$ cat src/rtl/multicycle_ctrl_pkg.sv
// Shared types and encodings for the MIPS-lite multi-cycle controller:
// FSM states, opcode/funct constants, mux select encodings and the control word.
package ctrl_pkg;

  typedef enum logic [2:0] {
    S_FETCH  = 3'd0,
    S_DECODE = 3'd1,
    S_EXEC   = 3'd2,
    S_MEM    = 3'd3,
    S_WB     = 3'd4
  } state_t;

  localparam logic [5:0] OP_RTYPE = 6'b000000;
  localparam logic [5:0] OP_ORI   = 6'b001101;
  localparam logic [5:0] OP_LUI   = 6'b001111;
  localparam logic [5:0] OP_LW    = 6'b100011;
  localparam logic [5:0] OP_SW    = 6'b101011;
  localparam logic [5:0] OP_BEQ   = 6'b000100;
  localparam logic [5:0] OP_J     = 6'b000010;
  localparam logic [5:0] OP_JAL   = 6'b000011;
  localparam logic [5:0] FN_ADDU  = 6'b100001;
  localparam logic [5:0] FN_SUBU  = 6'b100011;
  localparam logic [5:0] FN_JR    = 6'b001000;

  localparam logic [2:0] ALU_ADD   = 3'd0;
  localparam logic [2:0] ALU_SUB   = 3'd1;
  localparam logic [2:0] ALU_OR    = 3'd2;
  localparam logic [2:0] ALU_PASSB = 3'd3;

  localparam logic [1:0] EXT_ZERO = 2'd0;
  localparam logic [1:0] EXT_SIGN = 2'd1;
  localparam logic [1:0] EXT_LUI  = 2'd2;

  localparam logic [1:0] NPC_PC4    = 2'd0;
  localparam logic [1:0] NPC_BRANCH = 2'd1;
  localparam logic [1:0] NPC_JUMP   = 2'd2;
  localparam logic [1:0] NPC_REG    = 2'd3;

  // One-hot instruction class; all-zero means an unknown encoding.
  typedef struct packed {
    logic addu;
    logic subu;
    logic jr;
    logic ori;
    logic lui;
    logic lw;
    logic sw;
    logic beq;
    logic j;
    logic jal;
  } iclass_t;

  typedef struct packed {
    logic       ir_write;
    logic       pc_write;
    logic [1:0] npc_sel;
    logic       reg_write;
    logic       reg_dst;
    logic       ra_write;
    logic       alu_src;
    logic [1:0] ext_op;
    logic [2:0] alu_op;
    logic       mem_read;
    logic       mem_write;
    logic       mem_to_reg;
    logic       pc_to_reg;
    logic       retire;
  } ctrl_out_t;

  function automatic logic is_rtype_alu(input iclass_t c);
    return c.addu | c.subu;
  endfunction

  function automatic logic is_mem_access(input iclass_t c);
    return c.lw | c.sw;
  endfunction

endpackage

$ cat src/rtl/multicycle_ctrl_if.sv
// Controller <-> datapath/memory bundle: latched IR, status and handshakes in,
// mux selects and write strobes out.
interface multicycle_ctrl_if;

  logic [31:0] ir;
  logic        zero;
  logic        imem_ready;
  logic        dmem_ready;
  logic        IRWrite;
  logic        PCWrite;
  logic [1:0]  NPCSel;
  logic        RegWrite;
  logic        RegDst;
  logic        raWrite;
  logic        ALUSrc;
  logic [1:0]  ExtOp;
  logic [2:0]  ALUOp;
  logic        MemRead;
  logic        MemWrite;
  logic        MemtoReg;
  logic        PCtoReg;
  logic        retire;

  modport master (
    input  ir, zero, imem_ready, dmem_ready,
    output IRWrite, PCWrite, NPCSel, RegWrite, RegDst, raWrite, ALUSrc,
           ExtOp, ALUOp, MemRead, MemWrite, MemtoReg, PCtoReg, retire
  );

  modport slave (
    output ir, zero, imem_ready, dmem_ready,
    input  IRWrite, PCWrite, NPCSel, RegWrite, RegDst, raWrite, ALUSrc,
           ExtOp, ALUOp, MemRead, MemWrite, MemtoReg, PCtoReg, retire
  );

endinterface

$ cat src/rtl/multicycle_ctrl_dec.sv
// Combinational classification of the latched instruction word into a one-hot
// class; only opcode and funct fields matter.
module instr_class_dec
  import ctrl_pkg::*;
(
  input  logic [31:0] ir,
  output iclass_t     cls,
  output logic        cls_valid
);

  logic [5:0] op_s;
  logic [5:0] fn_s;
  logic       unused_ir_s;

  assign op_s        = ir[31:26];
  assign fn_s        = ir[5:0];
  assign unused_ir_s = ^ir[25:6];

  // Opcode/funct lookup; anything unlisted leaves every class bit clear.
  always_comb begin
    cls = '0;
    case (op_s)
      OP_RTYPE: begin
        case (fn_s)
          FN_ADDU: cls.addu = 1'b1;
          FN_SUBU: cls.subu = 1'b1;
          FN_JR:   cls.jr   = 1'b1;
          default: cls      = '0;
        endcase
      end
      OP_ORI:  cls.ori = 1'b1;
      OP_LUI:  cls.lui = 1'b1;
      OP_LW:   cls.lw  = 1'b1;
      OP_SW:   cls.sw  = 1'b1;
      OP_BEQ:  cls.beq = 1'b1;
      OP_J:    cls.j   = 1'b1;
      OP_JAL:  cls.jal = 1'b1;
      default: cls     = '0;
    endcase
  end

  assign cls_valid = |cls;

endmodule

$ cat src/rtl/multicycle_ctrl.sv
// Multi-cycle FETCH/DECODE/EXEC/MEM/WB sequencer for the MIPS-lite datapath.
// Control outputs are decoded from state and instruction class.
module multicycle_ctrl
  import ctrl_pkg::*;
#(
  parameter int RA_IDX = 31
) (
  input  logic                clk,
  input  logic                reset,
  multicycle_ctrl_if.master   bus
);

  // The link register index is fixed in the datapath mux; raWrite only means r31.
  localparam logic RA_HARDWIRED = (RA_IDX == 32'sd31);

  state_t    state_q, state_d;
  logic      run_q;
  iclass_t   cls_s;
  logic      cls_valid_s;
  ctrl_out_t out_s;
  ctrl_out_t out_g_s;

  instr_class_dec u_dec (
    .ir        (bus.ir),
    .cls       (cls_s),
    .cls_valid (cls_valid_s)
  );

  // Next-state and Moore control decode.
  always_comb begin
    out_s   = '0;
    state_d = state_q;
    case (state_q)
      S_FETCH: begin
        if (bus.imem_ready) begin
          out_s.ir_write = 1'b1;
          out_s.pc_write = 1'b1;
          out_s.npc_sel  = NPC_PC4;
          state_d        = S_DECODE;
        end else begin
          state_d = S_FETCH;
        end
      end
      S_DECODE: begin
        if (cls_valid_s) begin
          state_d = S_EXEC;
        end else begin
          out_s.retire = 1'b1;
          state_d      = S_FETCH;
        end
      end
      S_EXEC: begin
        if (is_rtype_alu(cls_s)) begin
          out_s.alu_op = cls_s.subu ? ALU_SUB : ALU_ADD;
          state_d      = S_WB;
        end else if (cls_s.ori) begin
          out_s.alu_src = 1'b1;
          out_s.ext_op  = EXT_ZERO;
          out_s.alu_op  = ALU_OR;
          state_d       = S_WB;
        end else if (cls_s.lui) begin
          out_s.alu_src = 1'b1;
          out_s.ext_op  = EXT_LUI;
          out_s.alu_op  = ALU_PASSB;
          state_d       = S_WB;
        end else if (is_mem_access(cls_s)) begin
          out_s.alu_src = 1'b1;
          out_s.ext_op  = EXT_SIGN;
          out_s.alu_op  = ALU_ADD;
          state_d       = S_MEM;
        end else if (cls_s.beq) begin
          out_s.alu_op   = ALU_SUB;
          out_s.pc_write = bus.zero;
          out_s.npc_sel  = bus.zero ? NPC_BRANCH : NPC_PC4;
          out_s.retire   = 1'b1;
          state_d        = S_FETCH;
        end else if (cls_s.j | cls_s.jal) begin
          // jal links PC+4 of itself, which the datapath already holds in PC.
          out_s.pc_write  = 1'b1;
          out_s.npc_sel   = NPC_JUMP;
          out_s.reg_write = cls_s.jal;
          out_s.ra_write  = cls_s.jal & RA_HARDWIRED;
          out_s.pc_to_reg = cls_s.jal;
          out_s.retire    = 1'b1;
          state_d         = S_FETCH;
        end else if (cls_s.jr) begin
          out_s.pc_write = 1'b1;
          out_s.npc_sel  = NPC_REG;
          out_s.retire   = 1'b1;
          state_d        = S_FETCH;
        end else begin
          out_s.retire = 1'b1;
          state_d      = S_FETCH;
        end
      end
      S_MEM: begin
        out_s.mem_read  = cls_s.lw;
        out_s.mem_write = cls_s.sw;
        if (bus.dmem_ready || !is_mem_access(cls_s)) begin
          if (cls_s.lw) begin
            state_d = S_WB;
          end else begin
            out_s.retire = 1'b1;
            state_d      = S_FETCH;
          end
        end else begin
          state_d = S_MEM;
        end
      end
      S_WB: begin
        out_s.reg_write  = 1'b1;
        out_s.reg_dst    = is_rtype_alu(cls_s);
        out_s.mem_to_reg = cls_s.lw;
        out_s.retire     = 1'b1;
        state_d          = S_FETCH;
      end
      default: begin
        state_d = S_FETCH;
      end
    endcase
  end

  // run_q keeps the controller parked and silent until the first edge after reset.
  always_ff @(posedge clk or negedge reset) begin
    if (!reset) begin
      state_q <= S_FETCH;
      run_q   <= 1'b0;
    end else begin
      run_q   <= 1'b1;
      state_q <= run_q ? state_d : S_FETCH;
    end
  end

  assign out_g_s = run_q ? out_s : '0;

  assign bus.IRWrite  = out_g_s.ir_write;
  assign bus.PCWrite  = out_g_s.pc_write;
  assign bus.NPCSel   = out_g_s.npc_sel;
  assign bus.RegWrite = out_g_s.reg_write;
  assign bus.RegDst   = out_g_s.reg_dst;
  assign bus.raWrite  = out_g_s.ra_write;
  assign bus.ALUSrc   = out_g_s.alu_src;
  assign bus.ExtOp    = out_g_s.ext_op;
  assign bus.ALUOp    = out_g_s.alu_op;
  assign bus.MemRead  = out_g_s.mem_read;
  assign bus.MemWrite = out_g_s.mem_write;
  assign bus.MemtoReg = out_g_s.mem_to_reg;
  assign bus.PCtoReg  = out_g_s.pc_to_reg;
  assign bus.retire   = out_g_s.retire;

endmodule

$ cat src/flat_wrapper.sv
// flat-port wrapper written by rule: the top's interface ports become plain ports
module multicycle_ctrl_flat import ctrl_pkg::*;
#(
  parameter int RA_IDX = 31
)
  (clk, reset, bus_ir, bus_zero, bus_imem_ready, bus_dmem_ready, bus_IRWrite, bus_PCWrite, bus_NPCSel, bus_RegWrite, bus_RegDst, bus_raWrite, bus_ALUSrc, bus_ExtOp, bus_ALUOp, bus_MemRead, bus_MemWrite, bus_MemtoReg, bus_PCtoReg, bus_retire);
  multicycle_ctrl_if bus_i ();
  input  logic clk;
  input  logic reset;
  input wire logic [$bits(bus_i.ir)-1:0] bus_ir;
  input wire logic [$bits(bus_i.zero)-1:0] bus_zero;
  input wire logic [$bits(bus_i.imem_ready)-1:0] bus_imem_ready;
  input wire logic [$bits(bus_i.dmem_ready)-1:0] bus_dmem_ready;
  output wire logic [$bits(bus_i.IRWrite)-1:0] bus_IRWrite;
  output wire logic [$bits(bus_i.PCWrite)-1:0] bus_PCWrite;
  output wire logic [$bits(bus_i.NPCSel)-1:0] bus_NPCSel;
  output wire logic [$bits(bus_i.RegWrite)-1:0] bus_RegWrite;
  output wire logic [$bits(bus_i.RegDst)-1:0] bus_RegDst;
  output wire logic [$bits(bus_i.raWrite)-1:0] bus_raWrite;
  output wire logic [$bits(bus_i.ALUSrc)-1:0] bus_ALUSrc;
  output wire logic [$bits(bus_i.ExtOp)-1:0] bus_ExtOp;
  output wire logic [$bits(bus_i.ALUOp)-1:0] bus_ALUOp;
  output wire logic [$bits(bus_i.MemRead)-1:0] bus_MemRead;
  output wire logic [$bits(bus_i.MemWrite)-1:0] bus_MemWrite;
  output wire logic [$bits(bus_i.MemtoReg)-1:0] bus_MemtoReg;
  output wire logic [$bits(bus_i.PCtoReg)-1:0] bus_PCtoReg;
  output wire logic [$bits(bus_i.retire)-1:0] bus_retire;
  assign bus_i.ir = bus_ir;
  assign bus_i.zero = bus_zero;
  assign bus_i.imem_ready = bus_imem_ready;
  assign bus_i.dmem_ready = bus_dmem_ready;
  assign bus_IRWrite = bus_i.IRWrite;
  assign bus_PCWrite = bus_i.PCWrite;
  assign bus_NPCSel = bus_i.NPCSel;
  assign bus_RegWrite = bus_i.RegWrite;
  assign bus_RegDst = bus_i.RegDst;
  assign bus_raWrite = bus_i.raWrite;
  assign bus_ALUSrc = bus_i.ALUSrc;
  assign bus_ExtOp = bus_i.ExtOp;
  assign bus_ALUOp = bus_i.ALUOp;
  assign bus_MemRead = bus_i.MemRead;
  assign bus_MemWrite = bus_i.MemWrite;
  assign bus_MemtoReg = bus_i.MemtoReg;
  assign bus_PCtoReg = bus_i.PCtoReg;
  assign bus_retire = bus_i.retire;
  multicycle_ctrl #(.RA_IDX(RA_IDX)) u_core (.clk(clk), .reset(reset), .bus(bus_i));
endmodule
$ cat config.mk
export PLATFORM = sky130hd
export DESIGN_NAME = multicycle_ctrl_flat
export DESIGN_NICKNAME = d
export VERILOG_FILES = /design/src/rtl/multicycle_ctrl_pkg.sv /design/src/rtl/multicycle_ctrl_if.sv /design/src/rtl/multicycle_ctrl_dec.sv /design/src/rtl/multicycle_ctrl.sv /design/src/flat_wrapper.sv
export SDC_FILE = /design/constraint.sdc
export NUM_CORES = 1
export LEC_CHECK = 0
export CAP_MARGIN = 10
export CORE_MARGIN = 3
export CORE_UTILIZATION = 27
export CTS_CLUSTER_SIZE = 24
export DETAILED_ROUTE_END_ITERATION = 8
export PLACE_DENSITY = 0.74
export SYNTH_ARGS = -nofsm -noshare
export SYNTH_HDL_FRONTEND = slang
export SYNTH_SLANG_ARGS = --single-unit
$ cat constraint.sdc
create_clock -name clk -period 1.5 [get_ports clk]
set_input_delay 0.225 -clock clk [delete_from_list [all_inputs] [get_ports clk]]
set_output_delay 0.225 -clock clk [all_outputs]
set_load 0.01 [all_outputs]
==> flow_metrics.py <==
metrics = {
    "synth": {
        "yosysWarnings": 0,
        "seq_area_frac_synth_pct": 16.8,
        "ys_ff_latch": 4,
        "syn-num-nets": 129,
        "synth.area.top_cells": "dfrtp_1, nor2_1, a21oi_1",
        "syn_inst": 92,
        "postSynthAreaPerCell_um2": 6.46,
        "yosys.area.top_type": "dfrtp_1",
        "syn_area_um2": 594,
        "ys_types": 33,
        "yosysTopAreaCellShare_pct": 16.8,
    },
    "pwr": {
        "combPwrFrac_pct": 47.5,
        "p_seq_share_pct": 25.0,
        "p_switching_uw": 143,
        "switching_share_pct": 30.9,
        "p_int_uw": 319,
        "ir_drop_mv": 0.418,
        "cellPowerDensity_nw_per_um2": 310,
        "leakage_uw": 0.000681,
        "p_clk_share_pct": 27.5,
        "total_power_uw": 462,
    },
    "timing": {
        "skew_ns": 0.000368,
        "hold_violations": 0,
        "period_share_pct": 122,
        "worst_slack_ns": -0.334,
        "max_clock_freq_mhz": 545,
        "finalSetupViolCount": 18,
        "min_period_ns": 1.83,
        "fin_setup_tns_ns": -3.87,
        "slew_violations": 0,
        "rsz0062_at_grt": "yes",
    },
    "grt": {
        "antenna_found_initial": 0,
        "grt_first_pass_wirelength_um": 4540,
        "gr-total-overflow": 0,
        "grt_start_max_net_pins": 9,
        "grt_util_all_layers_pct": 21.6,
        "grt_pass1_vias": 1077,
    },
    "run_status": {
        "violations": "setup timing",
        "status": "finished, violations left",
    },
    "clock_network": {
        "clock_latency_ns": 0.23,
        "numCtsBuffers": 3,
        "cts_tree": "yes",
        "holdBufCountCts": 0,
        "cts-root-buf": "clkbuf_4",
        "htreeDepth": 1,
        "cts_sinks": 4,
        "clk_pin_slew_ns": 0.04,
        "clockBufferDepth": 2,
    },
    "worst_setup_path": {
        "critPathRequiredTime_ns": 1.27,
        "path_cells": "buf_12 > nand3b_1 > or3_4 > a21oi_2 > o211ai_1 > o211a_1 > buf_2",
        "r2r_slack_ns": 0.13,
        "crit_type": "input port to primary output",
        "cp-start-kind": "input port",
        "crit_slowest_cell": "or3_4",
        "crit_fanout": 6,
        "r2r_end": "u_core.state_q[1]",
        "cp_slowest_stage_delay_ns": 0.43,
        "r2r_cells": 4,
        "worstReg2RegStart": "u_core.state_q[2]",
        "end_kind": "primary output",
        "crit_arrival_ns": 1.61,
    },
    "place": {
        "numPortBuffers": 33,
        "gp_congestion": 0.838,
        "place_ws_ns": -1.05,
        "hpwl_um": 1840,
        "place_area_um2": 1200,
    },
    "floorplan": {
        "die-height_um": 52.9,
        "core.rowCount": 16,
        "die_x_um": 52.9,
        "ios": 55,
        "initial_core_util_pct": 29.4,
        "die-area_um2": 2800,
        "core_area_um2": 2020,
    },
    "drt": {
        "num_vias": 1012,
        "wl_per_cell_um": 15.1,
        "final_antenna_net_count": 0,
        "detailedRoute.firstIterationViolations": 10,
        "first_pass_iters": 4,
        "drc": 0,
        "avgViaCountPerCell": 5.14,
        "wl_um": 2980,
    },
    "final_layout": {
        "fin_nets": 209,
        "diodes": 0,
        "stdcell_area_um2": 1490,
        "fillers": 149,
        "drive_above_1_share_pct": 70.0,
        "area_growth_pct": 151,
    },
    "run": {
        "drv_cap": 0,
    },
    "min_path": {
        "hp-class": "input port to asynchronous set/reset pin",
    },
}
-- cells by family (layout without fill, tap and decap cells) --
kind of cell	count (synthesis)	count (layout)	synth area share (%)
xor+xnor	1	1	1.47
flops	4	4	16.8
simple gates	61	61	55.8
buf+inv	8	86	6.52
compound gates	16	16	18.1
other cells	2	2	1.26
-- cell type report --
cell class	count	area (um2)	share of cell area, %
multi-input combinational	80	699	46.9
timing repair buffer	79	618	41.4
tap	27	33.8	2.26
inverter	4	15.0	1.01
clock buffer	3	22.5	1.51
sequential	4	104	6.96
-- what timing repair did --
action,4_1_cts,5_1_grt
resized for setup,153,20
endpoints found under the setup margin,20,19
setup buffers,13,6
pin swaps,30,14
-- power groups by stage --
stage | registers, uW | logic (uW) | clock network [uW]
2_1_floorplan | 116 | 56.1 | 0
3_3_place_gp | 117 | 158 | 0
3_5_place_dp | 117 | 163 | 0
4_1_cts | 115 | 194 | 135
5_1_grt | 116 | 233 | 138
6_report | 115 | 220 | 127
-- worst max-delay path: cells and delay by family --
| kind | cells | cell delay [ns] |
|---|---|---|
| compound gates | 3 | 0.53 |
| buf+inv | 2 | 0.24 |
| simple gates | 2 | 0.62 |
-- routing by layer --
layer	share of wire (%)	up-vias	global-route usage, %
met5	0	-	0
met4	1.3	0	7.66
met3	5.7	10	3.10
met2	55	47	42.4
met1	38	470	22.8
li1	-	485	-
-- placed cells by master (no fill, tap or decap), drive strengths merged, types with 4 or more instances in the layout --
cell           netlist  final
dfrtp                4      4
buf                  3     73
nand2                9      9
a21oi                7      7
nor3                 6      6
nor2                16     16
nand3                7      7
nand3b               4      4
clkdlybuf4s50        0      4
inv                  4      4
-- registers in the layout (all words and copies together), names as in the netlist --
| register | count |
|---|---|
| u_core.run_q | 1 |
| u_core.state_q | 3 |
-- synth_stat cells (all sizes together) --
library cell  count
a221oi            1
nand3b            4
a211o             2
nand2             9
nand3             7
nor3              6
o211a             1
o21ai             3
a211oi            1
nor3b             2
buf               3
xnor2             1
dfrtp             4
and2b             1
nand4             2
nor2             16
or3b              1
and3              1
nor2b             1
inv               4
conb              2
clkbuf            1
nor4b             3
and2              3
nor4              1
o211ai            1
or2               1
nand2b            2
or3               1
a21oi             7
-- worst max path at each step --
stage | endpoint | startpoint | slack (ns)
final | bus_retire | bus_ir[28] | -0.33
after detailed placement | bus_retire | bus_ir[28] | -1.05
after global placement | bus_retire | bus_ir[28] | -0.97
after global routing | bus_ExtOp[1] | u_core.state_q[2] | -0.38
after CTS | bus_retire | u_core.state_q[1] | -0.30
after floorplan | bus_raWrite | u_core.state_q[2] | -0.05
-- through the flow --
stage	hold WS, ns	util [%]	std cells
floorplan	-0.0706	-	92
global placement	0.429	59.3	177
detailed placement	0.435	59.3	177
CTS	0.188	67.5	191
global route	0.199	73.8	197
finish	0.198	73.8	197
(Power assumes the default switching activity.)
